===== config.mk =====
export PLATFORM = sky130hd
export DESIGN_NAME = ltl_report_collector_c2lw
export DESIGN_NICKNAME = d
export VERILOG_FILES = /design/src/rtl/rm_c2lw_pkg.sv /design/src/rtl/rm_sync_fifo.sv /design/src/rtl/ltl_report_collector_c2lw.sv
export SDC_FILE = /design/constraint.sdc
export NUM_CORES = 1
export LEC_CHECK = 0
export ABC_CLOCK_PERIOD_IN_PS = 9200
export BUFFER_PORTS_ARGS = -buffer_cell sky130_fd_sc_hd__buf_2
export CELL_PAD_IN_SITES_DETAIL_PLACEMENT = 0
export CELL_PAD_IN_SITES_GLOBAL_PLACEMENT = 2
export CORE_MARGIN = 4
export CORE_UTILIZATION = 42
export CTS_BUF_LIST = sky130_fd_sc_hd__clkbuf_4 sky130_fd_sc_hd__clkbuf_8
export CTS_CLUSTER_DIAMETER = 80
export DETAILED_ROUTE_END_ITERATION = 8
export GPL_TIMING_DRIVEN = 0
export PLACE_DENSITY = 0.76
export SLEW_MARGIN = 20
export SYNTH_ARGS = -nofsm -noshare
export SYNTH_HDL_FRONTEND = slang
export SYNTH_SLANG_ARGS = --single-unit

===== constraint.sdc =====
create_clock -name clk -period 9.2 [get_ports clk]
set_input_delay 0.92 -clock clk [delete_from_list [all_inputs] [get_ports clk]]
set_output_delay 0.92 -clock clk [all_outputs]
set_load 0.01 [all_outputs]

===== src/rtl/rm_c2lw_pkg.sv =====
// Shared definitions for the cluster-2 LW runtime-monitor report path.
// Default widths, record layout and report-bit indices.
package rm_c2lw_pkg;

  localparam int unsigned NUM_PROPS_C2LW  = 10;
  localparam int unsigned TS_WIDTH_C2LW   = 32;
  localparam int unsigned FIFO_DEPTH_C2LW = 8;
  localparam int unsigned DROP_WIDTH_C2LW = 16;

  typedef struct packed {
    logic [TS_WIDTH_C2LW-1:0]  ts;
    logic [NUM_PROPS_C2LW-1:0] props;
  } rec_t;

  // Bit positions of each automaton's report inside report_vec.
  localparam int unsigned LTL0 = 0;
  localparam int unsigned LTL1 = 1;
  localparam int unsigned LTL2 = 2;
  localparam int unsigned LTL3 = 3;
  localparam int unsigned LTL4 = 4;
  localparam int unsigned LTL5 = 5;
  localparam int unsigned LTL6 = 6;
  localparam int unsigned LTL7 = 7;
  localparam int unsigned LTL8 = 8;
  localparam int unsigned LTL9 = 9;

endpackage


===== src/rtl/rm_sync_fifo.sv =====
// Generic synchronous FIFO with a registered head word that reads zero when empty.
// A push while full is taken only if a pop happens in the same cycle; pop on empty is ignored.
module rm_sync_fifo #(
  parameter int unsigned WIDTH = 8,
  parameter int unsigned DEPTH = 8,
  localparam int unsigned AW   = $clog2(DEPTH),
  localparam int unsigned CW   = $clog2(DEPTH + 1)
) (
  input  logic             i_clk,
  input  logic             i_reset,
  input  logic             i_push,
  input  logic [WIDTH-1:0] i_din,
  input  logic             i_pop,
  output logic [WIDTH-1:0] o_dout,
  output logic             o_full,
  output logic             o_empty,
  output logic [CW-1:0]    o_count
);

  logic [WIDTH-1:0] r_mem [DEPTH];
  logic [AW-1:0]    r_wr_ptr;
  logic [AW-1:0]    r_rd_ptr;
  logic [CW-1:0]    r_count;
  logic [WIDTH-1:0] r_head;

  logic             w_empty;
  logic             w_full;
  logic             w_do_pop;
  logic             w_do_push;
  logic [AW-1:0]    w_rd_inc;
  logic [CW-1:0]    w_count_nxt;
  logic [WIDTH-1:0] w_head_nxt;

  assign w_empty     = (r_count == '0);
  assign w_full      = (r_count == CW'(DEPTH));
  assign w_do_pop    = i_pop && !w_empty;
  assign w_do_push   = i_push && (!w_full || w_do_pop);
  assign w_rd_inc    = r_rd_ptr + AW'(1);
  assign w_count_nxt = r_count + CW'(w_do_push) - CW'(w_do_pop);

  // Head is precomputed so the output is a flop rather than a memory read mux.
  always_comb begin
    w_head_nxt = r_head;
    if (w_count_nxt == '0) begin
      w_head_nxt = '0;
    end else if (w_do_pop) begin
      w_head_nxt = (r_count == CW'(1)) ? i_din : r_mem[w_rd_inc];
    end else if (w_empty) begin
      w_head_nxt = i_din;
    end
  end

  always_ff @(posedge i_clk) begin
    if (w_do_push) begin
      r_mem[r_wr_ptr] <= i_din;
    end
  end

  always_ff @(posedge i_clk) begin
    if (i_reset) begin
      r_wr_ptr <= '0;
      r_rd_ptr <= '0;
      r_count  <= '0;
      r_head   <= '0;
    end else begin
      if (w_do_push) begin
        r_wr_ptr <= r_wr_ptr + AW'(1);
      end
      if (w_do_pop) begin
        r_rd_ptr <= w_rd_inc;
      end
      r_count <= w_count_nxt;
      r_head  <= w_head_nxt;
    end
  end

  assign o_dout  = r_head;
  assign o_full  = w_full;
  assign o_empty = w_empty;
  assign o_count = r_count;

endmodule


===== src/rtl/ltl_report_collector_c2lw.sv =====
// Collects timestamped LTL violation vectors from the cluster-2 LW automata into a FIFO,
// with sticky per-property mask, saturating drop counter, overflow flag and interrupt.
module ltl_report_collector_c2lw
  import rm_c2lw_pkg::*;
#(
  parameter int unsigned NUM_PROPS  = NUM_PROPS_C2LW,
  parameter int unsigned TS_WIDTH   = TS_WIDTH_C2LW,
  parameter int unsigned FIFO_DEPTH = FIFO_DEPTH_C2LW,
  parameter int unsigned DROP_WIDTH = DROP_WIDTH_C2LW
) (
  input  logic                  clk,
  input  logic                  reset,
  input  logic                  run,
  input  logic [NUM_PROPS-1:0]  report_vec,
  input  logic                  clr_sticky,
  output logic                  rec_valid,
  input  logic                  rec_ready,
  output logic [NUM_PROPS-1:0]  rec_props,
  output logic [TS_WIDTH-1:0]   rec_ts,
  output logic [NUM_PROPS-1:0]  sticky_mask,
  output logic [DROP_WIDTH-1:0] drop_cnt,
  output logic                  overflow,
  output logic                  irq
);

  localparam int unsigned REC_W = TS_WIDTH + NUM_PROPS;
  localparam int unsigned CW    = $clog2(FIFO_DEPTH + 1);

  logic [TS_WIDTH-1:0]   r_ts_cnt;
  logic [NUM_PROPS-1:0]  r_sticky;
  logic [DROP_WIDTH-1:0] r_drop;
  logic                  r_ovf;
  logic                  r_irq;

  logic                  w_push_req;
  logic                  w_pop;
  logic                  w_accept;
  logic                  w_drop;
  logic                  w_full;
  logic                  w_empty;
  logic [CW-1:0]         w_count;
  logic [REC_W-1:0]      w_head;
  logic                  w_nonempty_nxt;
  logic [NUM_PROPS-1:0]  w_sticky_nxt;
  logic [DROP_WIDTH-1:0] w_drop_base;
  logic [DROP_WIDTH-1:0] w_drop_nxt;
  logic                  w_ovf_nxt;

  assign w_push_req = run && (|report_vec);
  assign w_pop      = !w_empty && rec_ready;
  assign w_accept   = w_push_req && (!w_full || w_pop);
  assign w_drop     = w_push_req && w_full && !w_pop;

  rm_sync_fifo #(
    .WIDTH (REC_W),
    .DEPTH (FIFO_DEPTH)
  ) u_fifo (
    .i_clk   (clk),
    .i_reset (reset),
    .i_push  (w_push_req),
    .i_din   ({r_ts_cnt, report_vec}),
    .i_pop   (rec_ready),
    .o_dout  (w_head),
    .o_full  (w_full),
    .o_empty (w_empty),
    .o_count (w_count)
  );

  // Clear is applied before the same-cycle event so a coincident report/drop survives it.
  always_comb begin
    w_sticky_nxt = clr_sticky ? '0 : r_sticky;
    if (run) begin
      w_sticky_nxt = w_sticky_nxt | report_vec;
    end
    w_drop_base = clr_sticky ? '0 : r_drop;
    w_drop_nxt  = w_drop_base;
    if (w_drop && (w_drop_base != '1)) begin
      w_drop_nxt = w_drop_base + DROP_WIDTH'(1);
    end
    w_ovf_nxt = (clr_sticky ? 1'b0 : r_ovf) | w_drop;
  end

  assign w_nonempty_nxt = w_accept || (w_count > CW'(1)) ||
                          ((w_count == CW'(1)) && !w_pop);

  always_ff @(posedge clk) begin
    if (reset) begin
      r_ts_cnt <= '0;
      r_sticky <= '0;
      r_drop   <= '0;
      r_ovf    <= 1'b0;
      r_irq    <= 1'b0;
    end else begin
      if (run) begin
        r_ts_cnt <= r_ts_cnt + TS_WIDTH'(1);
      end
      r_sticky <= w_sticky_nxt;
      r_drop   <= w_drop_nxt;
      r_ovf    <= w_ovf_nxt;
      r_irq    <= w_nonempty_nxt || w_ovf_nxt;
    end
  end

  assign rec_valid   = !w_empty;
  assign rec_props   = w_head[NUM_PROPS-1:0];
  assign rec_ts      = w_head[REC_W-1:NUM_PROPS];
  assign sticky_mask = r_sticky;
  assign drop_cnt    = r_drop;
  assign overflow    = r_ovf;
  assign irq         = r_irq;

endmodule

# --- Yosys cells after proc, flatten, opt, wreduce, memory -nomap -nowiden ---
# Memories as Yosys holds them, arrays and structs flattened.
# Cells that the tools add are included.
totals:
  ff_bits: 112
  latchBits: 0
  mem_bits_rw: 336
  mem_bits_ro: 0
  inputBits: 15
  out_inout_bits: 71
  word_cells: 51
  memories: 1
classes:
  addsub: 6
  n_mul: 0
  div_mod_pow: 0
  n_lt_le_gt_ge: 1
  n_eq_ne: 3
  shifts: 0
  mux: 10
  bitwise: 2
  reduce_logical: 19
memory_table:
  columns: ["memory", "words", "word_bits", "rd", "rd_clocked_by_memory_dff", "wr", "line", "source"]
  rows:
  - ["u_fifo.r_mem", 8, 42, 1, 0, 1, "rm_sync_fifo.sv:20", "logic [WIDTH-1:0] r_mem [DEPTH];"]
op_table:
  columns: ["cell", "n"]
  rows:
  - ["$mux W42", 3]
  - ["$add A32 B1 Y32 const B", 1]
  - ["$mux W16", 2]
  - ["$mux W10", 2]
  - ["$add A16 B1 Y16 const B", 1]
  - ["$ne A16 B16 Y1 const B", 1]
  - ["$or A10 B10 Y10", 1]
  - ["$reduce_or A10 Y1", 1]
  - ["$logic_not A4 Y1", 2]
  - ["$logic_and A1 B1 Y1", 7]
  - ["$add A3 B1 Y3 const B", 2]
  - ["$add A4 B1 Y4", 1]
  - ["$eq A4 B1 Y1 const B", 1]
  - ["$eq A4 B4 Y1 const B", 1]
  - ["$gt A4 B1 Y1 const B", 1]
  - ["$logic_or A1 B1 Y1", 4]
  - ["$sub A4 B1 Y4", 1]
  - ["$logic_not A1 Y1", 3]
  - ["$mux W1", 3]
  - ["$reduce_bool A2 Y1", 1]
  - ["$reduce_or A2 Y1", 1]
  - ["$or A1 B1 Y1", 1]

# --- Depth between registers and ports, before layout ---
# Gate-level depths: netlist (run 1).
depth:
  ltp_word: 9
  depth_mapped: 15
  depth_no_buf: 13

# --- Hierarchy ---
# Synthesis (run 1) repeated with hierarchy kept, for this count alone.
hier_totals:
  cells_unflattened: 1198
  hier_area_um2: 18443.9
by_module_without_submodules:
  columns: ["module", "n_inst", "cells_per_inst", "area_each_um2", "seq_area_each_um2"]
  rows:
  - ["rm_sync_fifo", 1, 875, 15581.2, 11130.7]
  - ["ltl_report_collector_c2lw", 1, 323, 2862.7, 1201.2]

# --- Worst setup path after synthesis (run 1) ---
# Ideal clock, no wire load.
synth_timing:
  kind: "input to register"
  startpoint: "input port rec_ready"
  endpoint: "memory u_fifo.r_mem[0][0] in the netlist's numbering (enable)"
  setup_time_ps: 494
  arrival_ps: 4773
  t_required_ps: 8706
  setup_slack_ps: 3933
  cell_stages: 5
  n_path_buf: 0
  path_cell_list: "inv_1 -> o2111ai_1 -> nor2b_1 -> nand2b_1 -> nor3_1"
synth_via:
  elab_chain_cells: 5
synth_rtl:
  columns: ["item", "line", "source"]
  rows:
  - ["start, declared", "ltl_report_collector_c2lw.sv:17", "input logic rec_ready,"]
  - ["$logic_and A1 B1 Y1", "rm_sync_fifo.sv:36", "assign w_do_pop = i_pop && !w_empty;"]
  - ["$logic_or A1 B1 Y1", "rm_sync_fifo.sv:37", "assign w_do_push = i_push && (!w_full || w_do_pop);"]
  - ["$logic_and A1 B1 Y1", "rm_sync_fifo.sv:37", null]
  - ["net u_fifo.w_do_push", "rm_sync_fifo.sv:29", "logic w_do_push;"]
  - ["$mux W1", "rm_sync_fifo.sv:54", "if (w_do_push) begin"]
  - ["$mux W1 (implied by the code)", "rm_sync_fifo.sv:55", "r_mem[r_wr_ptr] <= i_din;"]
  - ["end, declared", "rm_sync_fifo.sv:20", null]
# The timed path passes the listed nets, and every way through them passes these cells.

# --- Worst setup path after layout (run 1) ---
layout_timing:
  startpoint: "input port report_vec[6]"
  endpoint: "register u_fifo.r_head[27] (netlist: u_fifo.o_dout[27])"
layout_via:
  elab_chain_cells: 7
layout_rtl:
  columns: ["item", "line", "source"]
  rows:
  - ["start, declared", "ltl_report_collector_c2lw.sv:14", "input logic [NUM_PROPS-1:0] report_vec,"]
  - ["$reduce_or A10 Y1", "ltl_report_collector_c2lw.sv:49", "assign w_push_req = run && (|report_vec);"]
  - ["$logic_and A1 B1 Y1", "ltl_report_collector_c2lw.sv:49", null]
  - ["$logic_and A1 B1 Y1", "rm_sync_fifo.sv:37", null]
  - ["net u_fifo.w_do_push", "rm_sync_fifo.sv:29", null]
  - ["$add A4 B1 Y4", "rm_sync_fifo.sv:39", "assign w_count_nxt = r_count + CW'(w_do_push) - CW'(w_do_pop);"]
  - ["$sub A4 B1 Y4", "rm_sync_fifo.sv:39", null]
  - ["$logic_not A4 Y1", "rm_sync_fifo.sv:44", "if (w_count_nxt == '0) begin"]
  - ["$reduce_or A2 Y1 (no source line)", null, null]
  - ["end signal, assigned", "rm_sync_fifo.sv:73", "r_head <= w_head_nxt;"]
  - ["end, declared", "rm_sync_fifo.sv:24", "logic [WIDTH-1:0] r_head;"]
# The timed path passes the listed nets, and every way through them passes these cells.
# A chain may end at the register's enable or synchronous reset.

==> results.py, run 1 <==
metrics = {
    "routing": {
        "drtPass1Iterations": 5,
        "totalWireLength_um": 42730,
        "ant_nets": 0,
        "drt_iter0_markers": 804,
        "viasPerCell": 5.361,
        "num_vias": 10830,
        "avgRoutedWirePerCell_um": 21.15,
        "detail_route.drc_violations": 0,
    },
    "floorplanning": {
        "die_width_um": 212.5,
        "design.portCount": 86,
        "initial_utilization_pct": 42.72,
        "row_count": 74,
        "floorplan.die_area_mm2": 0.04515,
        "core-area_mm2": 0.04111,
        "fp.dieH_um": 212.5,
    },
    "global_routing": {
        "grtUsageTotal_pct": 19.14,
        "grt_pass1_vias": 11150,
        "grt_pass1_wl_um": 65720,
        "antenna_found_initial": 0,
        "grt_max_degree": 19,
        "global_route.overflow_total": 0,
    },
    "finish": {
        "final_cell_count_no_fill": 2020,
        "layout.core_utilization_pct": 50.16,
        "num_antenna_cells": 0,
        "area_growth_syn_to_layout_pct": 17.41,
        "area.sequential_mm2": 0.01233,
        "fin_nets": 1451,
        "num-fill-cells": 3638,
        "final_layout_size_suffix_gt1_share_pct": 21.03,
        "multiInputGateArea_mm2": 0.004947,
    },
    "setup_path": {
        "setup.worst_path.end_class": "flop",
        "worst-setup-path-type": "input pin to flop",
        "setup.worst_path.start_class": "input pin",
        "worst_ep_arrival_time_ns": 4.94,
        "timing.critical_path.slowest_cell_delay_ns": 0.61,
        "cpMostUsedCell": "sky130_fd_sc_hd__nor3_1",
        "critPathRequiredTime_ns": 9.66,
        "cp_max_fo": 11,
        "critical_path.cell_chain": "buf_2 -> or4_4 -> o41ai_4 -> nor2b_1 -> ha_1 -> fa_1 -> xor2_1 -> nor3_1 -> a21o_1 -> buf_1 -> clkbuf_1 -> nor3_1",
        "critical_path.slowest_cell": "sky130_fd_sc_hd__o41ai_4",
    },
    "cts": {
        "clockRootBuffer": "sky130_fd_sc_hd__clkbuf_8",
        "path_clk_slew_ns": 0.06,
        "max-clock-path-buffers": 3,
        "holdBufCountCts": 0,
        "htree_levels": 3,
        "clock_latency_ns": 0.62,
        "cts_num_sinks": 448,
        "cts_resized": 0,
        "post_cts_buffers": 0,
        "cts_inserted_buffers": 75,
        "cts_tree": "yes",
    },
    "timing": {
        "slew_viol_final": 0,
        "worst_clock_skew_ns": 0.03846,
        "timing.fmax_mhz": 223.2,
        "setup_violations": 0,
        "setup_repair_after_global_routing_missed_its_margin": "false",
        "period_needed_ns": 4.480,
        "final_cycle_utilization_of_the_critical_path_pct": 48.70,
        "hold_viol_final": 0,
        "slew-limit-headroom_pct": 30.21,
        "tightest_slew_ns": 1.047,
    },
    "logic_synthesis": {
        "post_synthesis_average_cell_area_um2": 14.16,
        "synth.net_count": 1266,
        "synth_edf_count": 336,
        "ys_seq_area_share_pct": 70.22,
        "syn-instance-count": 1240,
        "post_synthesis_cell_type_with_the_largest_combined_area": "sky130_fd_sc_hd__edfxtp_1",
        "synth.area.top_cells": "sky130_fd_sc_hd__edfxtp_1, sky130_fd_sc_hd__dfxtp_1, sky130_fd_sc_hd__mux4_2, sky130_fd_sc_hd__nand2_1, sky130_fd_sc_hd__mux2i_1",
        "synth.ff_latch_count": 448,
        "async_reset_ff_share_pct": 0,
        "main_flop_type_after_synthesis": "sky130_fd_sc_hd__edfxtp_1",
        "post_synthesis_cell_area_mm2": 0.01756,
        "ys_types": 54,
        "synthesis.yosys.warnings": 0,
        "synth_top_area_share_pct": 57.45,
    },
    "placement": {
        "routabilityCongestion": 0.7856,
        "dp_hpwl_um": 27630,
        "numPortBuffers": 84,
        "place.detailed.instances": 1880,
    },
    "power": {
        "ir_worst_vdd_v": 0.0001104,
        "static-leakage-power_nw": 6.947,
        "power.density_mw_per_mm2": 261.4,
    },
    "hold_path": {
        "hold_class": "flop to flop",
    },
    "run_status": {
        "status": "completed",
    },
    "run": {
        "drv_cap": 0,
    },
}
-- state kept, by name (all words and copies together) (netlist names) --
signal / cells
u_fifo.r_wr_ptr: 3
u_fifo.o_dout: 42
r_ts_cnt: 32
u_fifo.r_rd_ptr: 3
u_fifo.r_mem: 336
u_fifo.o_count: 4
drop_cnt: 16
irq: 1
sticky_mask: 10
overflow: 1
-- synthesized netlist by cell type, types with 10 or more instances --
library cell,count
sky130_fd_sc_hd__a22oi_1,10
sky130_fd_sc_hd__a211oi_1,42
sky130_fd_sc_hd__nor2_1,109
sky130_fd_sc_hd__mux4_2,42
sky130_fd_sc_hd__xnor2_1,11
sky130_fd_sc_hd__clkbuf_1,47
sky130_fd_sc_hd__dfxtp_1,112
sky130_fd_sc_hd__mux2i_1,45
sky130_fd_sc_hd__o211ai_1,42
sky130_fd_sc_hd__nand3_1,13
sky130_fd_sc_hd__nor3_1,46
sky130_fd_sc_hd__inv_1,14
sky130_fd_sc_hd__ha_1,10
sky130_fd_sc_hd__nand4_1,20
sky130_fd_sc_hd__buf_2,16
sky130_fd_sc_hd__nand2_1,155
sky130_fd_sc_hd__a21oi_1,55
sky130_fd_sc_hd__xor2_1,30
sky130_fd_sc_hd__edfxtp_1,336
-- cells in the final DEF (no fill, tap or decap), types with 5 or more instances in the layout --
cell type | Yosys | layout
sky130_fd_sc_hd__and3_1 | 9 | 9
sky130_fd_sc_hd__clkbuf_4 | 0 | 29
sky130_fd_sc_hd__buf_4 | 1 | 9
sky130_fd_sc_hd__edfxtp_1 | 336 | 336
sky130_fd_sc_hd__o211ai_1 | 42 | 42
sky130_fd_sc_hd__buf_2 | 16 | 100
sky130_fd_sc_hd__nor3_1 | 46 | 44
sky130_fd_sc_hd__nor2_1 | 109 | 103
sky130_fd_sc_hd__a22oi_1 | 10 | 10
sky130_fd_sc_hd__mux2i_1 | 45 | 45
sky130_fd_sc_hd__nand2b_1 | 5 | 5
sky130_fd_sc_hd__buf_6 | 1 | 5
sky130_fd_sc_hd__nor2b_1 | 9 | 9
sky130_fd_sc_hd__clkinv_2 | 0 | 8
sky130_fd_sc_hd__xor2_1 | 30 | 30
sky130_fd_sc_hd__clkinv_1 | 0 | 14
sky130_fd_sc_hd__clkinvlp_4 | 0 | 5
sky130_fd_sc_hd__nand4_1 | 20 | 20
sky130_fd_sc_hd__dfxtp_1 | 112 | 112
sky130_fd_sc_hd__a21oi_1 | 55 | 55
sky130_fd_sc_hd__mux4_2 | 42 | 42
sky130_fd_sc_hd__o21ai_0 | 5 | 5
sky130_fd_sc_hd__inv_1 | 14 | 14
sky130_fd_sc_hd__clkbuf_1 | 47 | 47
sky130_fd_sc_hd__clkbuf_8 | 0 | 83
sky130_fd_sc_hd__nand3_1 | 13 | 13
sky130_fd_sc_hd__buf_16 | 0 | 8
sky130_fd_sc_hd__xnor2_1 | 11 | 11
sky130_fd_sc_hd__ha_1 | 10 | 10
sky130_fd_sc_hd__and2_1 | 7 | 7
sky130_fd_sc_hd__nand2_1 | 155 | 155
sky130_fd_sc_hd__a211oi_1 | 42 | 42
sky130_fd_sc_hd__nor2_4 | 0 | 6
-- per-stage QoR --
stage	setup slack, ns	power, mW	hold WS [ns]	area (um2)	setup TNS [ns]
after detailed placement	4.053	3.722	0.4620	19120	0
after floorplan	3.933	3.245	0.4400	17560	0
after global placement	-0.05485	3.694	0.4502	18650	-2.063
final	4.720	5.391	0.4673	20620	0
after global routing	4.415	5.685	0.5006	20620	0
after CTS	4.710	5.477	0.4699	20620	0
-- cell type report --
| type | instances | share of cell area (%) |
|---|---|---|
| multi-input combinational | 708 | 23.99 |
| tap | 532 | 3.228 |
| clock buffer | 112 | 6.596 |
| timing repair buffer | 108 | 4.005 |
| inverter | 14 | 0.2549 |
| buffer | 70 | 1.432 |
| clock inverter | 28 | 0.6857 |
| sequential | 448 | 59.81 |
-- power by group --
group	total, mW	internal (mW)	leakage [nW]	switching [mW]
combinational	1.25	0.490	2.21	0.763
clock	1.74	0.951	0.790	0.788
sequential	2.40	2.33	3.95	0.0659
total	5.39	3.77	6.95	1.62
-- per-layer routing --
metal	track usage [%]	wire [um]	up-vias	share of wire [%]
met1	26.84	18910	5368	44
met3	3.718	2610	65	6.1
met5	0	0	-	0
li1	-	-	5077	-
met4	5.664	856	0	2.0
met2	30.70	20350	320	48
-- final timing paths --
path                                         start                 end  slack, ns  cells past startpoint
worst max-delay path                 report_vec[6]   u_fifo.o_dout[27]       4.72                     12
worst min-delay path            u_fifo.r_rd_ptr[1]  u_fifo.r_rd_ptr[1]       0.47                      2
worst max register to register   u_fifo.o_count[2]   u_fifo.o_dout[27]       5.05                     11
worst min register to register  u_fifo.r_rd_ptr[1]  u_fifo.r_rd_ptr[1]       0.47                      2
-- cells by family after synthesis --
| group | after synthesis | synth area share [%] |
|---|---|---|
| DFF | 448 | 70.22 |
| and+or+nand+nor | 396 | 10.17 |
| AOI/OAI and AO/OA | 172 | 6.747 |
| muxes | 88 | 8.015 |
| buffers and inverters | 84 | 1.974 |
| xor gates and xnor gates | 41 | 2.045 |
| adders and majority gates | 11 | 0.8265 |
-- worst max-delay path, delay by kind of cell --
family	cells	cell delay (ns)
XOR/XNOR	1	0.18
buffers and inverters	3	1.30
AND/OR/NAND/NOR	4	1.07
adder cells (fa/ha/maj)	2	0.70
AO/OA/AOI/OAI	2	0.75
Note: power is estimated with default switching activity, not from simulation.
==> run 2, diff against run 1 <==
--- a/config.mk
+++ b/config.mk
@@ -5,17 +5,17 @@
 export SDC_FILE = /design/constraint.sdc
 export NUM_CORES = 1
 export LEC_CHECK = 0
-export ABC_CLOCK_PERIOD_IN_PS = 9200
+export ABC_CLOCK_PERIOD_IN_PS = 3800
 export BUFFER_PORTS_ARGS = -buffer_cell sky130_fd_sc_hd__buf_2
 export CELL_PAD_IN_SITES_DETAIL_PLACEMENT = 0
 export CELL_PAD_IN_SITES_GLOBAL_PLACEMENT = 2
 export CORE_MARGIN = 4
-export CORE_UTILIZATION = 42
+export CORE_UTILIZATION = 41
 export CTS_BUF_LIST = sky130_fd_sc_hd__clkbuf_4 sky130_fd_sc_hd__clkbuf_8
 export CTS_CLUSTER_DIAMETER = 80
 export DETAILED_ROUTE_END_ITERATION = 8
 export GPL_TIMING_DRIVEN = 0
-export PLACE_DENSITY = 0.76
+export PLACE_DENSITY = 0.77
 export SLEW_MARGIN = 20
 export SYNTH_ARGS = -nofsm -noshare
 export SYNTH_HDL_FRONTEND = slang
==> constraint.sdc (replaced) <==
create_clock -name clk -period 3.8 [get_ports clk]
set_input_delay 0.38 -clock clk [delete_from_list [all_inputs] [get_ports clk]]
set_output_delay 0.38 -clock clk [all_outputs]
set_load 0.01 [all_outputs]
==> results.py, run 2 (same netlist as run 1, synthesis figures left out) <==
metrics = {
    "run_status": {
        "status": "completed",
    },
    "floorplanning": {
        "die_width_um": 215.0,
        "initial_utilization_pct": 41.68,
        "fp.dieH_um": 215.0,
        "core-area_mm2": 0.04213,
        "floorplan.die_area_mm2": 0.04621,
        "design.portCount": 86,
        "row_count": 75,
    },
    "finish": {
        "top_register": "u_fifo.r_mem",
        "largest_reg_flops": 336,
        "final_layout_size_suffix_gt1_share_pct": 21.32,
        "num_antenna_cells": 0,
        "area_growth_syn_to_layout_pct": 17.93,
        "multiInputGateArea_mm2": 0.004959,
        "fin_nets": 1446,
        "final_common_cell": "sky130_fd_sc_hd__edfxtp_1",
        "most-common-layout-cells": "sky130_fd_sc_hd__edfxtp_1, sky130_fd_sc_hd__nand2_1, sky130_fd_sc_hd__dfxtp_1",
        "num-fill-cells": 3691,
        "area.sequential_mm2": 0.01233,
        "final_cell_count_no_fill": 2021,
    },
    "timing": {
        "setup_violations": 0,
        "hold_viol_final": 0,
        "final_cycle_utilization_of_the_critical_path_pct": 90.81,
        "timing.fmax_mhz": 289.8,
        "slew_viol_final": 0,
        "period_needed_ns": 3.451,
        "setup_tns_ns": 0,
        "hold_ws_ns": 0.1104,
        "slew-limit-headroom_pct": 20.05,
        "tightest_slew_ns": 1.189,
        "setup_repair_after_global_routing_missed_its_margin": "false",
        "worst_clock_skew_ns": 0.02971,
    },
    "cts": {
        "cts_tree": "yes",
        "max-clock-path-buffers": 3,
        "clockRootBuffer": "sky130_fd_sc_hd__clkbuf_8",
        "post_cts_buffers": 0,
        "path_clk_slew_ns": 0.06,
        "holdBufCountCts": 0,
        "cts_num_sinks": 448,
        "clock_latency_ns": 0.61,
        "cts_resized": 5,
        "cts_inserted_buffers": 75,
        "htree_levels": 3,
    },
    "setup_path": {
        "setup.worst_path.end_class": "flop",
        "worst-setup-path-type": "flop to flop",
        "r2r_setup_slack_ns": 0.35,
        "setup.worst_path.start_class": "flop",
        "cp_max_fo": 10,
        "worst_setup_path_startpoint": "u_fifo.o_count[2]",
        "critPathRequiredTime_ns": 4.27,
        "worst_ep_arrival_time_ns": 3.92,
        "reg2reg_from": "u_fifo.o_count[2]",
    },
    "placement": {
        "numPortBuffers": 84,
        "dp_hpwl_um": 27200,
        "place.detailed.instances": 1883,
        "routabilityCongestion": 0.7759,
    },
    "hold_path": {
        "beginning_of_the_worst_hold_path": "report_vec[2]",
        "hold_class": "input pin to flop",
    },
    "global_routing": {
        "grt_pass1_vias": 11060,
        "globalRoute.busiestLayer": "met2",
        "grtUsageMet1_pct": 25.16,
        "grt_max_degree": 20,
        "grtUsageMet3_pct": 3.630,
        "global_route.overflow_total": 0,
        "grtUsageMet2_pct": 30.43,
        "grt_pass1_wl_um": 65720,
        "grtUsageTotal_pct": 18.42,
        "antenna_found_initial": 1,
    },
    "routing": {
        "avgRoutedWirePerCell_um": 20.94,
        "drt_iter0_markers": 643,
        "totalWireLength_um": 42310,
        "ant_nets": 0,
        "viasPerCell": 5.380,
        "drtPass1Iterations": 5,
        "detail_route.drc_violations": 0,
        "num_vias": 10870,
    },
    "run": {
        "drv_cap": 0,
    },
    "power": {
        "power.density_mw_per_mm2": 634.4,
        "static-leakage-power_nw": 6.971,
        "ir_worst_vdd_v": 0.0002792,
    },
}
## run 2: critical path: stages, from the launching register on
cell	delay [ns]
sky130_fd_sc_hd__dfxtp_1	0.30
sky130_fd_sc_hd__inv_1	0.09
sky130_fd_sc_hd__ha_1	0.22
sky130_fd_sc_hd__or3b_2	0.51
sky130_fd_sc_hd__nand2_1	0.15
sky130_fd_sc_hd__inv_1	0.08
sky130_fd_sc_hd__ha_1	0.27
sky130_fd_sc_hd__inv_1	0.04
sky130_fd_sc_hd__ha_1	0.20
sky130_fd_sc_hd__fa_1	0.38
sky130_fd_sc_hd__xor2_1	0.18
sky130_fd_sc_hd__nor3_1	0.13
sky130_fd_sc_hd__a21o_2	0.31
sky130_fd_sc_hd__clkbuf_2	0.34
sky130_fd_sc_hd__nor3_1	0.10
## run 2: layer usage
| metal | wire length, um | vias to the layer above |
|---|---|---|
| li1 | - | 5048 |
| met1 | 18980 | 5480 |
| met2 | 20520 | 288 |
| met3 | 2107 | 55 |
| met4 | 694 | 2 |
| met5 | 13 | - |
## run 2: path summary, 6_finish.rpt
| kind | to | cells after the start |
|---|---|---|
| worst max-delay path | u_fifo.o_dout[24] | 14 |
| worst min-delay path | u_fifo.r_mem[4][2] | 1 |
| worst max register to register | u_fifo.o_dout[24] | 14 |
| worst min register to register | u_fifo.r_rd_ptr[1] | 2 |
## run 2: area by class of cell
cell class	instances	share of cell area, %
tap	539	3.256
inverter	14	0.2537
clock buffer	122	7.080
timing repair buffer	104	4.156
sequential	448	59.54
multi-input combinational	708	23.94
clock inverter	17	0.3443
buffer	69	1.426
## run 2: report_power, final
| part | leakage (nW) | total, mW | switching, mW | internal, mW |
|---|---|---|---|---|
| logic | 2.19 | 3.06 | 1.86 | 1.20 |
| registers | 3.95 | 5.81 | 0.161 | 5.65 |
| clock network | 0.830 | 4.27 | 1.84 | 2.43 |
## run 2: stage by stage
| stage | setup WS [ns] | total power, mW | cell area, um2 | util, % |
|---|---|---|---|---|
| after global routing | 0.1153 | 13.88 | 20710 | 49.16 |
| after global placement | -2.311 | 8.934 | 18670 | 44.30 |
| final | 0.3493 | 13.14 | 20710 | 49.16 |
| after CTS | 0.1816 | 13.35 | 20710 | 49.15 |
| after detailed placement | -0.7143 | 9.034 | 19160 | 45.48 |
| after floorplan | 0.04065 | 7.851 | 17570 | - |
==> run 3, diff against run 2 <==
--- a/config.mk
+++ b/config.mk
@@ -10,12 +10,12 @@
 export CELL_PAD_IN_SITES_DETAIL_PLACEMENT = 0
 export CELL_PAD_IN_SITES_GLOBAL_PLACEMENT = 2
 export CORE_MARGIN = 4
-export CORE_UTILIZATION = 41
+export CORE_UTILIZATION = 40
 export CTS_BUF_LIST = sky130_fd_sc_hd__clkbuf_4 sky130_fd_sc_hd__clkbuf_8
 export CTS_CLUSTER_DIAMETER = 80
 export DETAILED_ROUTE_END_ITERATION = 8
 export GPL_TIMING_DRIVEN = 0
-export PLACE_DENSITY = 0.77
+export PLACE_DENSITY = 0.76
 export SLEW_MARGIN = 20
 export SYNTH_ARGS = -nofsm -noshare
 export SYNTH_HDL_FRONTEND = slang
==> results.py, run 3 (same netlist as run 1, synthesis figures left out) <==
metrics = {
    "run_status": {
        "status": "completed",
    },
    "timing": {
        "timing.fmax_mhz": 284.1,
        "tightest_slew_ns": 0.9868,
        "setup_violations": 0,
        "setup_repair_after_global_routing_missed_its_margin": "false",
        "final_cycle_utilization_of_the_critical_path_pct": 92.64,
        "slew_viol_final": 0,
        "setup_tns_ns": 0,
        "period_needed_ns": 3.520,
        "hold_viol_final": 0,
        "slew-limit-headroom_pct": 34.21,
        "worst_clock_skew_ns": 0.02257,
    },
    "floorplanning": {
        "floorplan.die_area_mm2": 0.04732,
        "design.portCount": 86,
        "core-area_mm2": 0.04327,
        "initial_utilization_pct": 40.59,
        "die_width_um": 217.5,
        "fp.dieH_um": 217.5,
        "row_count": 76,
    },
    "finish": {
        "layout.core_utilization_pct": 47.81,
        "final_cell_count_no_fill": 2063,
        "most-common-layout-cells": "sky130_fd_sc_hd__edfxtp_1, sky130_fd_sc_hd__nand2_1, sky130_fd_sc_hd__dfxtp_1",
        "final_common_cell": "sky130_fd_sc_hd__edfxtp_1",
        "area.sequential_mm2": 0.01233,
        "top_register": "u_fifo.r_mem",
        "num_antenna_cells": 0,
        "final_layout_size_suffix_gt1_share_pct": 20.64,
        "fin_nets": 1445,
        "area_growth_syn_to_layout_pct": 17.80,
        "multiInputGateArea_mm2": 0.004967,
        "largest_reg_flops": 336,
        "num-fill-cells": 3850,
    },
    "routing": {
        "ant_nets": 0,
        "viasPerCell": 5.183,
        "num_vias": 10690,
        "drt_iter0_markers": 704,
        "drtPass1Iterations": 7,
        "detail_route.drc_violations": 0,
        "avgRoutedWirePerCell_um": 20.31,
        "totalWireLength_um": 41900,
    },
    "cts": {
        "cts_tree": "yes",
        "clock_latency_ns": 0.61,
        "path_clk_slew_ns": 0.06,
        "post_cts_buffers": 0,
        "cts_inserted_buffers": 76,
        "max-clock-path-buffers": 3,
        "clockRootBuffer": "sky130_fd_sc_hd__clkbuf_8",
        "htree_levels": 3,
        "holdBufCountCts": 0,
        "cts_num_sinks": 448,
    },
    "global_routing": {
        "grt_pass1_vias": 11180,
        "grtUsageTotal_pct": 17.97,
        "grt_max_degree": 20,
        "global_route.overflow_total": 0,
        "antenna_found_initial": 1,
        "grt_pass1_wl_um": 65320,
    },
    "setup_path": {
        "cp_max_fo": 10,
        "worst-setup-path-type": "flop to flop",
        "worst_ep_arrival_time_ns": 3.99,
        "setup.worst_path.start_class": "flop",
        "setup.worst_path.end_class": "flop",
        "critPathRequiredTime_ns": 4.27,
    },
    "power": {
        "static-leakage-power_nw": 6.936,
        "power.density_mw_per_mm2": 629.2,
        "ir_worst_vdd_v": 0.0002683,
        "total_power_mw": 13.02,
    },
    "placement": {
        "numPortBuffers": 84,
        "place.detailed.instances": 1927,
        "routabilityCongestion": 0.7534,
        "dp_hpwl_um": 27270,
    },
    "run": {
        "drv_cap": 0,
    },
    "hold_path": {
        "hold_class": "input pin to flop",
    },
}
-- run 3: cell count changes in the layout (fill, tap and decap cells not counted), sizes merged --
cell    previous run  this run
buf              127       124
clkbuf           168       158
inv               14        15
clkinv            17        25
-- run 3: metrics by stage --
| stage | setup slack, ns | area (um2) | hold WS (ns) |
|---|---|---|---|
| 3_3_place_gp | -2.516 | 18720 | 0.4509 |
| 3_5_place_dp | -0.7375 | 19190 | 0.4540 |
| 4_1_cts | 0.09477 | 20680 | 0.05084 |
| 2_1_floorplan | 0.04065 | 17570 | 0.4400 |
| 6_report | 0.2797 | 20690 | 0.1083 |
| 5_1_grt | 0.06125 | 20690 | 0.09175 |
-- run 3: path summary, 6_finish.rpt --
path	startpoint	end	slack [ns]	cells past startpoint
max	u_fifo.o_count[2]	u_fifo.o_dout[25]	0.28	14
min reg2reg	u_fifo.r_rd_ptr[1]	u_fifo.r_rd_ptr[1]	0.46	2
min	report_vec[2]	u_fifo.r_mem[0][2]	0.11	1
max reg2reg	u_fifo.o_count[2]	u_fifo.o_dout[25]	0.28	14
-- run 3: worst max-delay path, stage by stage, from the launching register on --
cell                       delay [ns]
sky130_fd_sc_hd__dfxtp_1         0.30
sky130_fd_sc_hd__inv_1           0.09
sky130_fd_sc_hd__ha_1            0.23
sky130_fd_sc_hd__or3b_2          0.53
sky130_fd_sc_hd__nand2_1         0.16
sky130_fd_sc_hd__inv_1           0.08
sky130_fd_sc_hd__ha_1            0.27
sky130_fd_sc_hd__inv_1           0.04
sky130_fd_sc_hd__ha_1            0.20
sky130_fd_sc_hd__fa_1            0.38
sky130_fd_sc_hd__xor2_1          0.18
sky130_fd_sc_hd__nor3_1          0.13
sky130_fd_sc_hd__a21o_2          0.33
sky130_fd_sc_hd__clkbuf_2        0.36
sky130_fd_sc_hd__nor3_1          0.10
-- run 3: timing repair --
action                     CTS  global route
setup endpoints to repair   40            40
gates resized for setup      4             3
pin swaps                    0             0
gates cloned                 0             0
-- run 3: power breakdown --
| group | internal, mW | switching (mW) |
|---|---|---|
| Sequential | 5.65 | 0.158 |
| Clock | 2.31 | 1.87 |
| Combinational | 1.19 | 1.84 |
-- run 3: final cells by class --
type,instances,area share (%)
clock buffers,111,6.629
flip-flops and latches,448,59.61
clock inverters,26,0.5383
plain buffers,69,1.427
repair buffers,102,3.992
inverters,14,0.2540
well taps,585,3.538
multi-input cells,708,24.01
-- run 3: layer usage --
layer | vias up | routed length (um) | part of all wire, % | track usage [%]
met5 | - | 20 | 0.048 | 0
met4 | 2 | 860 | 2.1 | 5.766
met3 | 69 | 2124 | 5.1 | 3.567
met2 | 252 | 19940 | 48 | 29.39
met1 | 5328 | 18950 | 45 | 24.34
li1 | 5042 | - | - | -
